===== src/rtl/reg_pipe_pkg.sv =====
// Shared defaults and sizing helper for the reg_pipe pipeline register.
package reg_pipe_pkg;

  localparam int REG_PIPE_WIDTH  = 12;
  localparam int REG_PIPE_STAGES = 2;

  // Bits needed to count 0..2*stages held words.
  function automatic int occ_width(input int stages);
    return $clog2(2 * stages + 1);
  endfunction

endpackage


===== src/rtl/reg_slice.sv =====
// One skid-buffered register slice: a main entry plus a skid entry, with a
// registered ready so no combinational ready path crosses the slice.
module reg_slice #(
  parameter int WIDTH = 12
) (
  input  logic             clk,
  input  logic             rst_n,
  input  logic             clr,
  input  logic             up_valid,
  input  logic [WIDTH-1:0] up_data,
  output logic             up_ready,
  output logic             dn_valid,
  output logic [WIDTH-1:0] dn_data,
  input  logic             dn_ready
);

  logic             main_valid;
  logic             skid_valid;
  logic [WIDTH-1:0] main_data;
  logic [WIDTH-1:0] skid_data;

  always_ff @(posedge clk or negedge rst_n) begin
    if (!rst_n) begin
      // NOTE: data registers are reset too so out_data reads 0 out of reset.
      main_valid <= 1'b0;
      skid_valid <= 1'b0;
      main_data  <= '0;
      skid_data  <= '0;
    end else if (clr) begin
      main_valid <= 1'b0;
      skid_valid <= 1'b0;
    end else if (dn_ready || !main_valid) begin
      if (skid_valid) begin
        main_valid <= 1'b1;
        main_data  <= skid_data;
        skid_valid <= 1'b0;
      end else begin
        main_valid <= up_valid;
        main_data  <= up_data;
      end
    end else if (up_valid && !skid_valid) begin
      // Main is stalled: park the word that was accepted this edge.
      skid_valid <= 1'b1;
      skid_data  <= up_data;
    end
  end

  assign up_ready = !skid_valid;
  assign dn_valid = main_valid;
  assign dn_data  = main_data;

endmodule


===== src/rtl/reg_pipe.sv =====
// Back-pressured pipeline register: STAGES chained skid slices, a synchronous
// flush and a live count of held words.
module reg_pipe
  import reg_pipe_pkg::*;
#(
  parameter  int WIDTH  = REG_PIPE_WIDTH,
  parameter  int STAGES = REG_PIPE_STAGES,
  localparam int CW     = occ_width(STAGES)
) (
  input  logic             clk,
  input  logic             rst_n,
  input  logic             clr,
  input  logic             in_valid,
  output logic             in_ready,
  input  logic [WIDTH-1:0] in_data,
  output logic             out_valid,
  input  logic             out_ready,
  output logic [WIDTH-1:0] out_data,
  output logic [CW-1:0]    occupancy
);

  // Link i feeds slice i; link STAGES is the block output.
  logic [STAGES:0] link_valid;
  logic [STAGES:0] link_ready;
  logic [WIDTH-1:0] link_data [STAGES+1];

  assign link_valid[0]      = in_valid;
  assign link_data[0]       = in_data;
  assign link_ready[STAGES] = out_ready;

  for (genvar i = 0; i < STAGES; i++) begin : g_slice
    reg_slice #(.WIDTH(WIDTH)) u_slice (
      .clk      (clk),
      .rst_n    (rst_n),
      .clr      (clr),
      .up_valid (link_valid[i]),
      .up_data  (link_data[i]),
      .up_ready (link_ready[i]),
      .dn_valid (link_valid[i+1]),
      .dn_data  (link_data[i+1]),
      .dn_ready (link_ready[i+1])
    );
  end

  // A flush cycle never accepts a word, so the count can simply drop to 0.
  assign in_ready  = link_ready[0] && !clr;
  assign out_valid = link_valid[STAGES];
  assign out_data  = link_data[STAGES];

  logic in_fire;
  logic out_fire;

  assign in_fire  = in_valid && in_ready;
  assign out_fire = out_valid && out_ready;

  always_ff @(posedge clk or negedge rst_n) begin
    if (!rst_n) begin
      occupancy <= '0;
    end else if (clr) begin
      occupancy <= '0;
    end else begin
      case ({in_fire, out_fire})
        2'b10:   occupancy <= occupancy + CW'(1);
        2'b01:   occupancy <= occupancy - CW'(1);
        default: occupancy <= occupancy;
      endcase
    end
  end

endmodule


===== config.mk =====
export PLATFORM = sky130hd
export DESIGN_NAME = reg_pipe
export DESIGN_NICKNAME = d
export VERILOG_FILES = /design/src/rtl/reg_pipe_pkg.sv /design/src/rtl/reg_slice.sv /design/src/rtl/reg_pipe.sv
export SDC_FILE = /design/constraint.sdc
export NUM_CORES = 1
export LEC_CHECK = 0
export CAP_MARGIN = 0
export CORE_MARGIN = 2
export CORE_UTILIZATION = 59
export CTS_CLUSTER_SIZE = 16
export DETAILED_ROUTE_END_ITERATION = 8
export PLACE_DENSITY = 0.94
export SYNTH_ARGS = -nofsm -noshare
export SYNTH_HDL_FRONTEND = slang
export SYNTH_HIERARCHICAL = 1
export SYNTH_SLANG_ARGS = --single-unit

===== constraint.sdc =====
create_clock -name clk -period 4.6 [get_ports clk]
set_clock_uncertainty 0.2 [all_clocks]
set_input_delay 1.38 -clock clk [delete_from_list [all_inputs] [get_ports clk]]
set_output_delay 1.38 -clock clk [all_outputs]
set_load 0.05 [all_outputs]

==> metrics.csv, run 1 <==
metric;value;unit
status;finished clean;
Max Slew Vio Count;0;
Worst EP arrival;2.31;ns
CTS tree;yes;
cell family with most CP delay;buffers and inverters;
Clock Tree Root;clkbuf_8;
area delta synth->final;16.8;%
Post-CTS Setup Bufs;0;
Clock Sinks;55;
Slew HR;0.484;
largest net degree at the start of global routing;39;
mux contribution to synthesized area;0.241;
residual DRC count;0;
Total GRT Usage;0.200;
Hold Vio Cnt, Final;0;
part of the cycle the worst path needs;0.845;
CTS Buffer Depth;2;
Critical-path top delay cell;clkdlybuf4s50_1;
Final TNS setup;0;ns
area of the die;4900;µm²
PD cells;343;nW/µm²
Synth Warn #;6;
compound-cell area share of the yosys netlist;0.109;
Fillers;295;
crit end category;primary output;
r2r startpoint;g_slice[0].u_slice/skid_valid$_DFFE_PN0P_;
Layout Nets;250;
Max-cap violations;0;
Hold-fix buffers, CTS;0;
Final setup viols;0;
die width;70;µm
kind of critical path;input pin to primary output;
main combinational cell family by area after synthesis;multiplexers;
CP required;3.02;ns
first-pass GRT wire length;7810;µm
Crit path buffers/inverters;2;
initial antenna violation count;0;
Cell Chain, Critical Path;clkdlybuf4s50_1 -> and2b_1 -> buf_12;
maximum fanout along the worst path;2;
iteration count of the initial detailed-routing pass;4;
syn_nets;220;
Port Buffers;33;
Leakage;1.26;nW
per-cell routed wire length;15.9;µm
Post-Synth Adder-Cell Area;0.00779;
GPL Wtd Cong;0.736;
Critical Path Max Stage Delay;0.51;ns
Worst Setup SP;clr;
highest clock rate;257;MHz
Worst-Margin Slew;0.774;ns
Antenna Cells;0;
#FFs+latches synth;55;
io pins;34;
sequential area share after synthesis;0.536;
nature of the critical path startpoint;input pin;
Syn Inst Count;202;
Synth Cell Area;2570;µm²
share of cells above drive strength 1;0.210;
post-layout minimum cycle time;3.89;ns
Core Box Area;4260;µm²
number of global-route vias before repair;1631;
FP Rows;24;
H-Tree Depth;2;
Routed WL;4520;µm
post-layout util;0.704;
DR vias/cell;5.67;
type of the worst min-delay path;flip-flop to flip-flop;
Skew-Pair Late Insertion Delay;0.31;ns
asr flop ratio synth;1.00;
Starting Density;0.603;
most frequent cells in the layout;55 x dfrtp_1, 48 x o21ai_0, 31 x clkdlybuf4s50_1, 26 x mux2i_1, 21 x mux2_4;
DIE HEIGHT;70;µm
Synth Area in XOR/XNOR;0.00633;
Post-DP HPWL;3100;µm
via count;1615;
hold_sp;g_slice[1].u_slice/dn_data[4]$_DFFE_PN0P_;
unrepaired setup endpoints after global routing;false;
post_cts resized;0;
CTS Buf Count;5;
Synth Area in Simple Gates;0.0652;
most common cell after layout, fill and taps aside;dfrtp_1;
Max IR drop VDD;0.224;mV
1st-iter DRT viols;146;
clock slew at reported path FFs;0.09;ns
syn_area_per_cell;12.7;µm²
GR Overflow Total;0;
Netlist cell types;28;
Primary FF master, synth;dfrtp_1;
Post-synth EDFFs;0;
Final ANT Viol Nets;0;
-- sequential cells by signal (all words and copies together) (netlist names) --
name / count
g_slice.u_slice/dn_data: 24
occupancy: 3
g_slice.u_slice/skid_data: 24
g_slice.u_slice/dn_valid: 2
g_slice.u_slice/skid_valid: 2
-- per-stage QoR --
step                instances  hold WS (ns)  total power (W)  area (µm²)  worst slack [ns]
finish                    285         0.310          0.00103        3000             0.714
floorplan                 202         0.280         0.000689        2570              1.17
detailed placement        277         0.293         0.000773        2910             0.721
global placement          277         0.289         0.000764        2910             0.763
CTS                       285         0.318          0.00104        3000             0.710
global route              285         0.335          0.00108        3000             0.690
-- cell type report --
| type | instances | area, µm² | area share |
|---|---|---|---|
| Sequential cell | 55 | 1380 | 0.459 |
| Multi-Input combinational cell | 132 | 1100 | 0.368 |
| Timing Repair Buffer | 35 | 350 | 0.117 |
| Clock buffer | 5 | 68.8 | 0.0229 |
| Tap cell | 52 | 65.1 | 0.0217 |
| Clock inverter | 3 | 25.0 | 0.00834 |
| Inverter | 3 | 11.3 | 0.00375 |
-- worst reg2reg max path, cell delays in order, from the launching register on --
cell	delay [ns]
dfrtp_1	0.85
inv_1	0.21
and2b_1	0.27
a21oi_1	0.20
fa_1	0.23
a21boi_0	0.23
mux2i_1	0.20
o311ai_1	0.11
-- power by group --
part           switching (W)  internal (W)
clock network       0.000158      0.000109
logic               0.000117     0.0000878
registers          0.0000298      0.000528
total               0.000305      0.000724
-- kinds of logic after synthesis --
logic type | Yosys count
AOI/OAI and AO/OA | 54
adders and majority gates | 1
buffers and inverters | 15
and+or+nand+nor | 25
xor gates and xnor gates | 1
muxes | 51
DFF | 55
-- Yosys cell counts (all sizes together), types with 2 or more instances --
master	number	area, µm²
nand2	5	23.8
mux2i	26	260
mux2	25	360
nor2b	2	27.5
nor2	8	35.0
o21ai	50	250
clkbuf	6	22.5
nor3	2	10.0
and3	2	22.5
and2b	2	16.3
dfrtp	55	1380
or2	2	12.5
inv	3	11.3
buf	6	55.1
-- worst paths after layout --
path,to,slack [ns],cells after the start
worst max-delay path,in_ready,0.71,3
worst min-delay path,g_slice[1].u_slice/dn_data[4]$_DFFE_PN0P_,0.31,2
worst max register to register,occupancy[2]$_DFFE_PN0P_,1.97,7
worst min register to register,g_slice[1].u_slice/dn_data[4]$_DFFE_PN0P_,0.31,2
max in group asynchronous,g_slice[0].u_slice/dn_data[10]$_DFFE_PN0P_,2.52,2
min in group asynchronous,g_slice[1].u_slice/skid_data[10]$_DFFE_PN0P_,0.90,1
-- routing by layer --
layer  global-route usage  vias up  share of wire
met5                    0        -              0
li1                     -      774              -
met4               0.0556        0          0.013
met3               0.0433        6          0.032
met1                0.294      807           0.47
met2                0.306       28           0.48
No activity file was read; power rests on OpenSTA's default activity.
==> inputs of run 2 (changes only) <==
--- a/config.mk
+++ b/config.mk
@@ -7,10 +7,10 @@
 export LEC_CHECK = 0
 export CAP_MARGIN = 0
 export CORE_MARGIN = 2
-export CORE_UTILIZATION = 59
+export CORE_UTILIZATION = 49
 export CTS_CLUSTER_SIZE = 16
 export DETAILED_ROUTE_END_ITERATION = 8
-export PLACE_DENSITY = 0.94
+export PLACE_DENSITY = 0.84
 export SYNTH_ARGS = -nofsm -noshare
 export SYNTH_HDL_FRONTEND = slang
 export SYNTH_HIERARCHICAL = 1
==> constraint.sdc (replaced) <==
create_clock -name clk -period 3.37 [get_ports clk]
set_clock_uncertainty 0.2 [all_clocks]
set_input_delay 1.011 -clock clk [delete_from_list [all_inputs] [get_ports clk]]
set_output_delay 1.011 -clock clk [all_outputs]
set_load 0.05 [all_outputs]
==> run 2 against run 1 <==
Effect of this change:
- largest cell class unchanged
- first-iteration DRC count fell by 42%
- setup slack got worse by 0.44 ns
- global-route usage down 3.7 points
- non-clock buffer count rose by 2
- sequential share of layout area down 0.38 points
- final cell count up 7.0%
- critical path depth stayed put
- sequential power is 37% higher
- power grew 34%
- routed wire length down 4.6%
==> metrics.csv, run 2 (synthesis results as in run 1) <==
metric;value;unit;change
Worst R2R Setup Slack;0.95;ns;-1.02 ns
Post-DP HPWL;2910;µm;-6.2%
Skew-Pair Late Insertion Delay;0.30;ns;about the same
Placed Area;2950;µm²;+1.3%
Non-Filler Cell Area, Final;3030;µm²;+0.83%
Final TNS setup;0;ns;unchanged
part of the cycle the worst path needs;0.918;;
post-layout minimum cycle time;3.09;ns;
Final Non-Filler Cells;305;;+7.0%
Crit path buffers/inverters;2;;unchanged
Hold Vio Cnt, Final;0;;unchanged
Port Buffers;33;;unchanged
Post-CTS Setup Bufs;0;;unchanged
iteration count of the initial detailed-routing pass;4;;unchanged
io pins;34;;unchanged
highest clock rate;323;MHz;
Core Box Area;5070;µm²;+19%
Final ANT Viol Nets;0;;unchanged
Cell Chain, Critical Path;clkdlybuf4s50_1 -> and2b_1 -> buf_12;;
area delta synth->final;17.8;%;
1st-iter DRT viols;85;;-42%
H-Tree Depth;2;;unchanged
DIE HEIGHT;76.4;µm;+9.2%
Hold-fix buffers, CTS;0;;unchanged
per-cell routed wire length;14.1;µm;-11%
Clock Sinks;55;;unchanged
Max-cap violations;0;;unchanged
residual DRC count;0;;unchanged
number of global-route vias before repair;1649;;+1.1%
initial antenna violation count;0;;unchanged
maximum fanout along the worst path;2;;unchanged
first-pass GRT wire length;7780;µm;-0.35%
Final setup viols;0;;unchanged
Clock Tree Root;clkbuf_8;;
GPL Wtd Cong;0.810;;+10%
Max Slew Vio Count;0;;unchanged
Tot Pwr;0.00138;W;+34%
post-layout util;0.596;;-0.108
crit end category;primary output;;
type of the worst min-delay path;flip-flop to flip-flop;;
Slew HR;0.491;;+0.00670
kind of critical path;input pin to primary output;;
die width;76.4;µm;+9.2%
cell family with most CP delay;buffers and inverters;;
Reg2Reg Depth;4;;-3
hold depth;2;;unchanged
PD cells;456;nW/µm²;+33%
Leakage;1.27;nW;+0.69%
Worst EP arrival;1.88;ns;-0.43 ns
Layout Nets;252;;+0.80%
unrepaired setup endpoints after global routing;false;;
Worst-Margin Slew;0.764;ns;-0.0100 ns
Reg-to-Reg End;g_slice[0].u_slice/skid_data[7]$_DFFE_PN0P_;;
area of the die;5840;µm²;+19%
largest net degree at the start of global routing;56;;+44%
clock slew at reported path FFs;0.09;ns;about the same
GR Overflow Total;0;;unchanged
most common cell after layout, fill and taps aside;dfrtp_1;;
Max IR drop VDD;0.209;mV;-6.7%
via count;1583;;-2.0%
Critical Path Max Stage Delay;0.49;ns;-0.02 ns
CTS Buffer Depth;2;;unchanged
Fillers;430;;+46%
Total GRT Usage;0.164;;-0.0368
CTS tree;yes;;
Placed Cells;297;;+7.2%
FP Rows;26;;+8.3%
Routed WL;4310;µm;-4.6%
CP required;2.16;ns;-0.86 ns
Antenna Cells;0;;unchanged
r2r startpoint;g_slice[1].u_slice/skid_valid$_DFFE_PN0P_;;
nature of the critical path startpoint;input pin;;
share of cells above drive strength 1;0.209;;-0.00179
status;finished clean;;
Starting Density;0.506;;-0.0963
Critical-path top delay cell;clkdlybuf4s50_1;;
hold_sp;g_slice[1].u_slice/dn_data[8]$_DFFE_PN0P_;;
DR vias/cell;5.19;;-8.4%
post_cts resized;0;;unchanged
CTS Buf Count;5;;unchanged
most frequent cells in the layout;55 x dfrtp_1, 48 x o21ai_0, 31 x clkdlybuf4s50_1, 26 x mux2i_1, 21 x mux2_4;;
hold-critical path endpoint;g_slice[1].u_slice/dn_data[8]$_DFFE_PN0P_;;
-- run 2: changes by cell type in the layout (fill, tap and decap cells not counted) --
cell	delta
buf_4	+2
clkbuf_1	+2
clkinv_4	-2
clkinv_2	+1
clkinvlp_4	-1
-- run 2: how the worst max path moves through the flow --
stage	from	to	slack [ns]	cells past startpoint
floorplan	clr	occupancy[2]$_DFFE_PN0P_	0.58	6
global placement	clr	in_ready	0.27	3
detailed placement	clr	in_ready	0.28	3
CTS	clr	in_ready	0.27	3
global route	clr	in_ready	0.23	3
finish	clr	in_ready	0.28	3
-- run 2: worst register-to-register path, stage by stage (launching register included) --
cell	delay (ns)
dfrtp_1	0.85
inv_1	0.18
nor2b_4	0.32
and3_4	0.39
mux2_2	0.36
-- run 2: per-stage QoR --
stage	worst slack, ns	hold WS (ns)
final	0.275	0.307
after global routing	0.229	0.332
after CTS	0.270	0.318
after detailed placement	0.279	0.294
after global placement	0.273	0.290
after floorplan	0.584	0.280
-- run 2: layout make-up --
type	count	area, µm²	share of cell area
Tap cell	70	87.6	0.0289
Clock inverter	1	5.00	0.00165
Multi-Input combinational cell	132	1100	0.365
Sequential cell	55	1380	0.455
Timing Repair Buffer	37	365	0.121
Inverter	3	11.3	0.00372
Clock buffer	7	76.3	0.0252
-- run 2: power by group --
part           internal [W]  switching [W]  total (W)
clock network      0.000146       0.000195   0.000341
registers          0.000720      0.0000403   0.000761
logic              0.000121       0.000158   0.000279
-- run 2: per-layer routing --
metal	share of wire	wire length [µm]	GRT usage	vias to the layer above
met5	0	0	0	-
met3	0.034	145	0.0355	6
li1	-	-	-	783
met2	0.46	2000	0.261	32
met1	0.49	2110	0.225	762
met4	0.014	61	0.0491	0
==> inputs of run 3 (changes only) <==
--- a/config.mk
+++ b/config.mk
@@ -5,10 +5,10 @@
 export SDC_FILE = /design/constraint.sdc
 export NUM_CORES = 1
 export LEC_CHECK = 0
+export ABC_AREA = 0
 export CAP_MARGIN = 0
 export CORE_MARGIN = 2
 export CORE_UTILIZATION = 49
-export CTS_CLUSTER_SIZE = 16
 export DETAILED_ROUTE_END_ITERATION = 8
 export PLACE_DENSITY = 0.84
 export SYNTH_ARGS = -nofsm -noshare
==> results of run 3 <==
Same layout as run 2: the final DEF is identical, and so are final timing and power.
